--- src/rtl/riscv_multicycle_ctrl.sv ---
// Main control FSM of the multi-cycle RV32I core.
// Optional ILLEGAL_OP_TRAP_EN: unknown opcodes halt the core and set o_illegal.
module riscv_multicycle_ctrl (
    input  logic       i_clk,
    input  logic       i_srst,
    input  logic [6:0] i_opcode,
    input  logic [2:0] i_funct3,
    input  logic       i_funct7b5,
    input  logic       i_zero,
    output logic       o_pcWrite,
    output logic       o_adrSrc,
    output logic       o_memWrite,
    output logic       o_irWrite,
    output logic       o_regWrite,
    output logic [1:0] o_resultSrc,
    output logic [1:0] o_aluSrcA,
    output logic [1:0] o_aluSrcB,
    output logic [3:0] o_aluOp,
    output logic       o_retire,
    output logic       o_illegal
);

    localparam logic [6:0] OP_LW  = 7'b0000011;
    localparam logic [6:0] OP_SW  = 7'b0100011;
    localparam logic [6:0] OP_R   = 7'b0110011;
    localparam logic [6:0] OP_I   = 7'b0010011;
    localparam logic [6:0] OP_B   = 7'b1100011;
    localparam logic [6:0] OP_JAL = 7'b1101111;

    localparam logic [1:0] RES_ALU  = 2'b00;
    localparam logic [1:0] RES_DMEM = 2'b01;
    localparam logic [1:0] RES_PC4  = 2'b10;
    localparam logic [1:0] A_PC     = 2'b00;
    localparam logic [1:0] A_OLDPC  = 2'b01;
    localparam logic [1:0] A_REG1   = 2'b10;
    localparam logic [1:0] B_REG2   = 2'b00;
    localparam logic [1:0] B_IMM    = 2'b01;
    localparam logic [1:0] B_FOUR   = 2'b10;
    localparam logic [3:0] ALU_ADD  = 4'b0000;
    localparam logic [3:0] ALU_SUB  = 4'b1000;

    typedef enum logic [3:0] {
        S_FETCH,
        S_DECODE,
        S_MEMADR,
        S_MEMREAD,
        S_MEMWB,
        S_MEMWRITE,
        S_EXECUTER,
        S_EXECUTEI,
        S_ALUWB,
        S_BRANCH,
`ifdef ILLEGAL_OP_TRAP_EN
        S_JAL,
        S_HALT
`else
        S_JAL
`endif
    } state_t;

    state_t state;
    state_t state_nxt;

    logic f3_legal;
    logic op_known;

    assign f3_legal = i_funct3 inside {3'b000, 3'b010, 3'b100, 3'b110, 3'b111};
    assign op_known = i_opcode inside {OP_LW, OP_SW, OP_R, OP_I, OP_B, OP_JAL};

    always_ff @(posedge i_clk) begin
        if (i_srst) state <= S_FETCH;
        else        state <= state_nxt;
    end

`ifdef ILLEGAL_OP_TRAP_EN
    always_ff @(posedge i_clk) begin
        if (i_srst)
            o_illegal <= 1'b0;
        else if (state == S_DECODE && !op_known)
            o_illegal <= 1'b1;
    end
`else
    assign o_illegal = 1'b0;
`endif

    always_comb begin
        state_nxt   = state;
        o_pcWrite   = 1'b0;
        o_adrSrc    = 1'b0;
        o_memWrite  = 1'b0;
        o_irWrite   = 1'b0;
        o_regWrite  = 1'b0;
        o_resultSrc = RES_ALU;
        o_aluSrcA   = A_PC;
        o_aluSrcB   = B_REG2;
        o_aluOp     = ALU_ADD;
        o_retire    = 1'b0;
        unique case (state)
            S_FETCH: begin
                o_irWrite   = 1'b1;
                o_pcWrite   = 1'b1;
                o_aluSrcB   = B_FOUR;
                o_resultSrc = RES_PC4;
                state_nxt   = S_DECODE;
            end
            S_DECODE: begin
                o_aluSrcA = A_OLDPC;
                o_aluSrcB = B_IMM;
                unique case (1'b1)
                    i_opcode == OP_LW,
                    i_opcode == OP_SW:  state_nxt = S_MEMADR;
                    i_opcode == OP_R:   state_nxt = S_EXECUTER;
                    i_opcode == OP_I:   state_nxt = S_EXECUTEI;
                    i_opcode == OP_B:   state_nxt = S_BRANCH;
                    i_opcode == OP_JAL: state_nxt = S_JAL;
`ifdef ILLEGAL_OP_TRAP_EN
                    !op_known:          state_nxt = S_HALT;
`else
                    !op_known:          state_nxt = S_FETCH;
`endif
                    default:            state_nxt = S_FETCH;
                endcase
            end
            S_MEMADR: begin
                o_aluSrcA = A_REG1;
                o_aluSrcB = B_IMM;
                state_nxt = (i_opcode == OP_LW) ? S_MEMREAD : S_MEMWRITE;
            end
            S_MEMREAD: begin
                o_adrSrc  = 1'b1;
                state_nxt = S_MEMWB;
            end
            S_MEMWB: begin
                o_resultSrc = RES_DMEM;
                o_regWrite  = 1'b1;
                o_retire    = 1'b1;
                state_nxt   = S_FETCH;
            end
            S_MEMWRITE: begin
                o_adrSrc   = 1'b1;
                o_memWrite = 1'b1;
                o_retire   = 1'b1;
                state_nxt  = S_FETCH;
            end
            S_EXECUTER: begin
                o_aluSrcA = A_REG1;
                o_aluSrcB = B_REG2;
                o_aluOp   = f3_legal ? {i_funct7b5, i_funct3} : ALU_ADD;
                state_nxt = S_ALUWB;
            end
            S_EXECUTEI: begin
                o_aluSrcA = A_REG1;
                o_aluSrcB = B_IMM;
                o_aluOp   = f3_legal ? {1'b0, i_funct3} : ALU_ADD;
                state_nxt = S_ALUWB;
            end
            S_ALUWB: begin
                o_regWrite = 1'b1;
                o_retire   = 1'b1;
                state_nxt  = S_FETCH;
            end
            S_BRANCH: begin
                o_aluSrcA = A_REG1;
                o_aluSrcB = B_REG2;
                o_aluOp   = ALU_SUB;
                o_pcWrite = (i_funct3 == 3'b000) ? i_zero :
                            (i_funct3 == 3'b001) ? !i_zero : 1'b0;
                o_retire  = 1'b1;
                state_nxt = S_FETCH;
            end
            S_JAL: begin
                o_aluSrcA = A_OLDPC;
                o_aluSrcB = B_FOUR;
                o_pcWrite = 1'b1;
                state_nxt = S_ALUWB;
            end
`ifdef ILLEGAL_OP_TRAP_EN
            S_HALT: state_nxt = S_HALT;
`endif
            default: state_nxt = S_FETCH;
        endcase
        // Reset suppresses every side effect in the cycle it is asserted.
        if (i_srst) begin
            o_pcWrite   = 1'b0;
            o_adrSrc    = 1'b0;
            o_memWrite  = 1'b0;
            o_irWrite   = 1'b0;
            o_regWrite  = 1'b0;
            o_resultSrc = RES_ALU;
            o_aluSrcA   = A_PC;
            o_aluSrcB   = B_REG2;
            o_aluOp     = ALU_ADD;
            o_retire    = 1'b0;
        end
    end

endmodule

--- config.mk ---
export PLATFORM = sky130hd
export DESIGN_NAME = riscv_multicycle_ctrl
export DESIGN_NICKNAME = d
export VERILOG_FILES = /design/src/rtl/riscv_multicycle_ctrl.sv
export SDC_FILE = /design/constraint.sdc
export NUM_CORES = 1
export LEC_CHECK = 0
export BUFFER_PORTS_ARGS = -buffer_cell sky130_fd_sc_hd__buf_2
export CAP_MARGIN = 40
export CORE_MARGIN = 2
export CORE_UTILIZATION = 30
export DETAILED_ROUTE_END_ITERATION = 8
export MAX_ROUTING_LAYER = met4
export SYNTH_ARGS = -nofsm -noshare
export SYNTH_HDL_FRONTEND = slang
export SYNTH_SLANG_ARGS = --single-unit
--- constraint.sdc ---
create_clock -name i_clk -period 2.1 [get_ports i_clk]
set_clock_uncertainty 0.15 [all_clocks]
set_input_delay 0.42 -clock i_clk [delete_from_list [all_inputs] [get_ports i_clk]]
set_output_delay 0.42 -clock i_clk [all_outputs]
set_load 0.1 [all_outputs]
==> reports/results.txt <==
count of cell types in the netlist: 37
Starting Density: 0.324
Final min period: 2.06 ns
fraction of registers with async set/reset: 0
most frequent cells in the layout: buf_12 (16), buf_4 (14), buf_2 (13)
max reg flops: 4
DR pass1 iterations: 4
crit path cell chain: buf_6 > buf_8 > xnor2_4 > nor4_4 > buf_12
ys flop type: dfxtp_1
Biggest register: state
initial antenna violation count: 0
Final Setup Violations: 0
CP arrival: 1.49 ns
RSZ-0062 raised after global routing: true
GR Util met2: 0.351
Post-Syn Instances: 79
clk root buf: clkbuf_4
WHS: 0.343 ns
vias: 748
Layout fillers: 126
largest registers: state x4
largest net degree at the start of global routing: 14
Clk Latency, worst-skew pair: 0.24 ns
M1 GR Usage: 0.204
first-pass GRT wire length: 2880 µm
pre-CTS setup slack: 0.0922 ns
dpl cells: 136
Highest Clock Rate: 485 MHz
Die Y: 47.4 µm
leak pwr: 0.000481 µW
GR Util met3: 0.0113
Worst path max stage delay: 0.33 ns
CTS H-Tree Depth: 1
Port Buffers: 29
slowest cell on the critical path: dfxtp_2
Avg Inst Size Synth: 7.16 µm²
std cell rows: 15
initial DRC count: 10
core area: 1750 µm²
CTS sink cnt: 4
Die W: 47.4 µm
I/O pin count: 31
Clock Path Buffers: 2
synth-to-layout area growth: 133%
Setup TNS: 0 ns
CP endpoint kind: output pin
flops & latches, synth: 4
Final WS setup: 0.0378 ns
Crit Path Category: reg -> out
post-synthesis sequential area ratio: 0.142
post-route DRC violation count: 0
Num CTS Buffers: 3
routability cong.: 0.809
Finished Layout Cells: 145
post-DR vias/cell: 5.16
Ant. Diodes: 0
CTS tree: done
crit path max fanout: 6
R2R Path Start: state[1]$_SDFF_PP0_
EDFF count, synth: 0
Final Max Tran Viols: 0
GRT busiest layer: met2
yosys warns: 0
drt wl/cell: 13.2 µm
Critical Path Source: state[2]$_SDFF_PP0_
commonest non-fill, non-tap cell in the layout: buf_12
Reg clk slew, reported paths: 0.04 ns
Max VDD drop: 0.213 mV
Top delay family on crit path: buffers and inverters
detailed-route wire length: 1910 µm
Detail Route Antenna Nets: 0
worst path bufs/invs: 3
max-cap violations: 0
Worst Path Required: 1.53 ns
Worst Setup Start Kind: flip-flop
total grt overflow: 0
mapped cell area: 566 µm²
GRT Resource Usage Total: 0.185
NumNets Final: 136
Post-DP HPWL: 1450 µm
status: complete, no violations
final hold violations: 0
vias in the first global route: 669
Die ar.: 2250 µm²
PD cells: 284 nW/µm²
worst hold-check path type: in -> reg
period utilisation layout: 0.982
syn nets: 93
layout cells sized above 1: 0.658
Hold Path Origin: i_opcode[4]
-- per-stage QoR --
step	area, µm²	power [µW]	util
6_report	1320	374	0.756
2_1_floorplan	777	214	-
3_5_place_dp	1190	277	0.685
5_1_grt	1320	387	0.756
3_3_place_gp	1190	274	0.685
4_1_cts	1250	374	0.715
-- path summary, 6_finish.rpt --
| path | to | slack (ns) | depth (start not counted) |
|---|---|---|---|
| worst max register to register | state[1]$_SDFF_PP0_ | 0.47 | 4 |
| worst min-delay path | state[2]$_SDFF_PP0_ | 0.34 | 2 |
| worst max-delay path | o_regWrite | 0.04 | 5 |
| worst min register to register | state[1]$_SDFF_PP0_ | 0.44 | 2 |
-- power by group --
group	internal [µW]	switching [µW]
clock network	64.1	33.4
registers	76.8	2.21
logic	70.1	128
total	211	163
-- worst register-to-register path: stages, from the launching register on --
cell and delay, ns:
dfxtp_2 0.41, buf_4 0.19, inv_4 0.05, or4_4 0.48, a221oi_2 0.26
-- kinds of logic (layout without fill, tap and decap cells) --
logic type	count (synthesis)	after routing	share of synthesized area
XOR/XNOR	6	6	0.0929
buffers and inverters	12	53	0.119
other	1	1	0.00663
AO/OA/AOI/OAI	16	16	0.195
AND/OR/NAND/NOR	40	40	0.445
flip-flops	4	4	0.142
-- cells in the mapped netlist, drive strengths merged, types with 2 or more instances --
| cell type | n | area share |
|---|---|---|
| a21oi | 8 | 0.071 |
| buf | 7 | 0.082 |
| nor3 | 7 | 0.062 |
| nand2 | 5 | 0.033 |
| xnor2 | 5 | 0.077 |
| dfxtp | 4 | 0.14 |
| inv | 4 | 0.031 |
| nand2b | 3 | 0.033 |
| nand3b | 3 | 0.040 |
| nand4 | 3 | 0.033 |
| nor2 | 3 | 0.020 |
| nor4 | 3 | 0.033 |
| nor2b | 2 | 0.022 |
| nor3b | 2 | 0.027 |
-- what timing repair did --
item	CTS	global route
buffers inserted	1	5
cloned	0	0
pin swaps	2	4
endpoints found under the setup margin	11	9
resized for setup	7	7
hold buffers	0	0
-- per-layer routing --
layer | share of wire | vias to the layer above
met2 | 0.58 | 25
met4 | 0 | 0
met5 | 0 | -
met1 | 0.39 | 351
met3 | 0.032 | 0
li1 | - | 372
-- area by class of cell --
class | count | area, µm² | share of cell area
multi-input combinational | 63 | 633 | 0.480
clock buffer | 3 | 22.5 | 0.0171
tap | 25 | 31.3 | 0.0237
sequential | 4 | 86.3 | 0.0655
timing repair buffer | 46 | 528 | 0.400
inverter | 4 | 17.5 | 0.0133
Power figures use the tool's default switching activity.
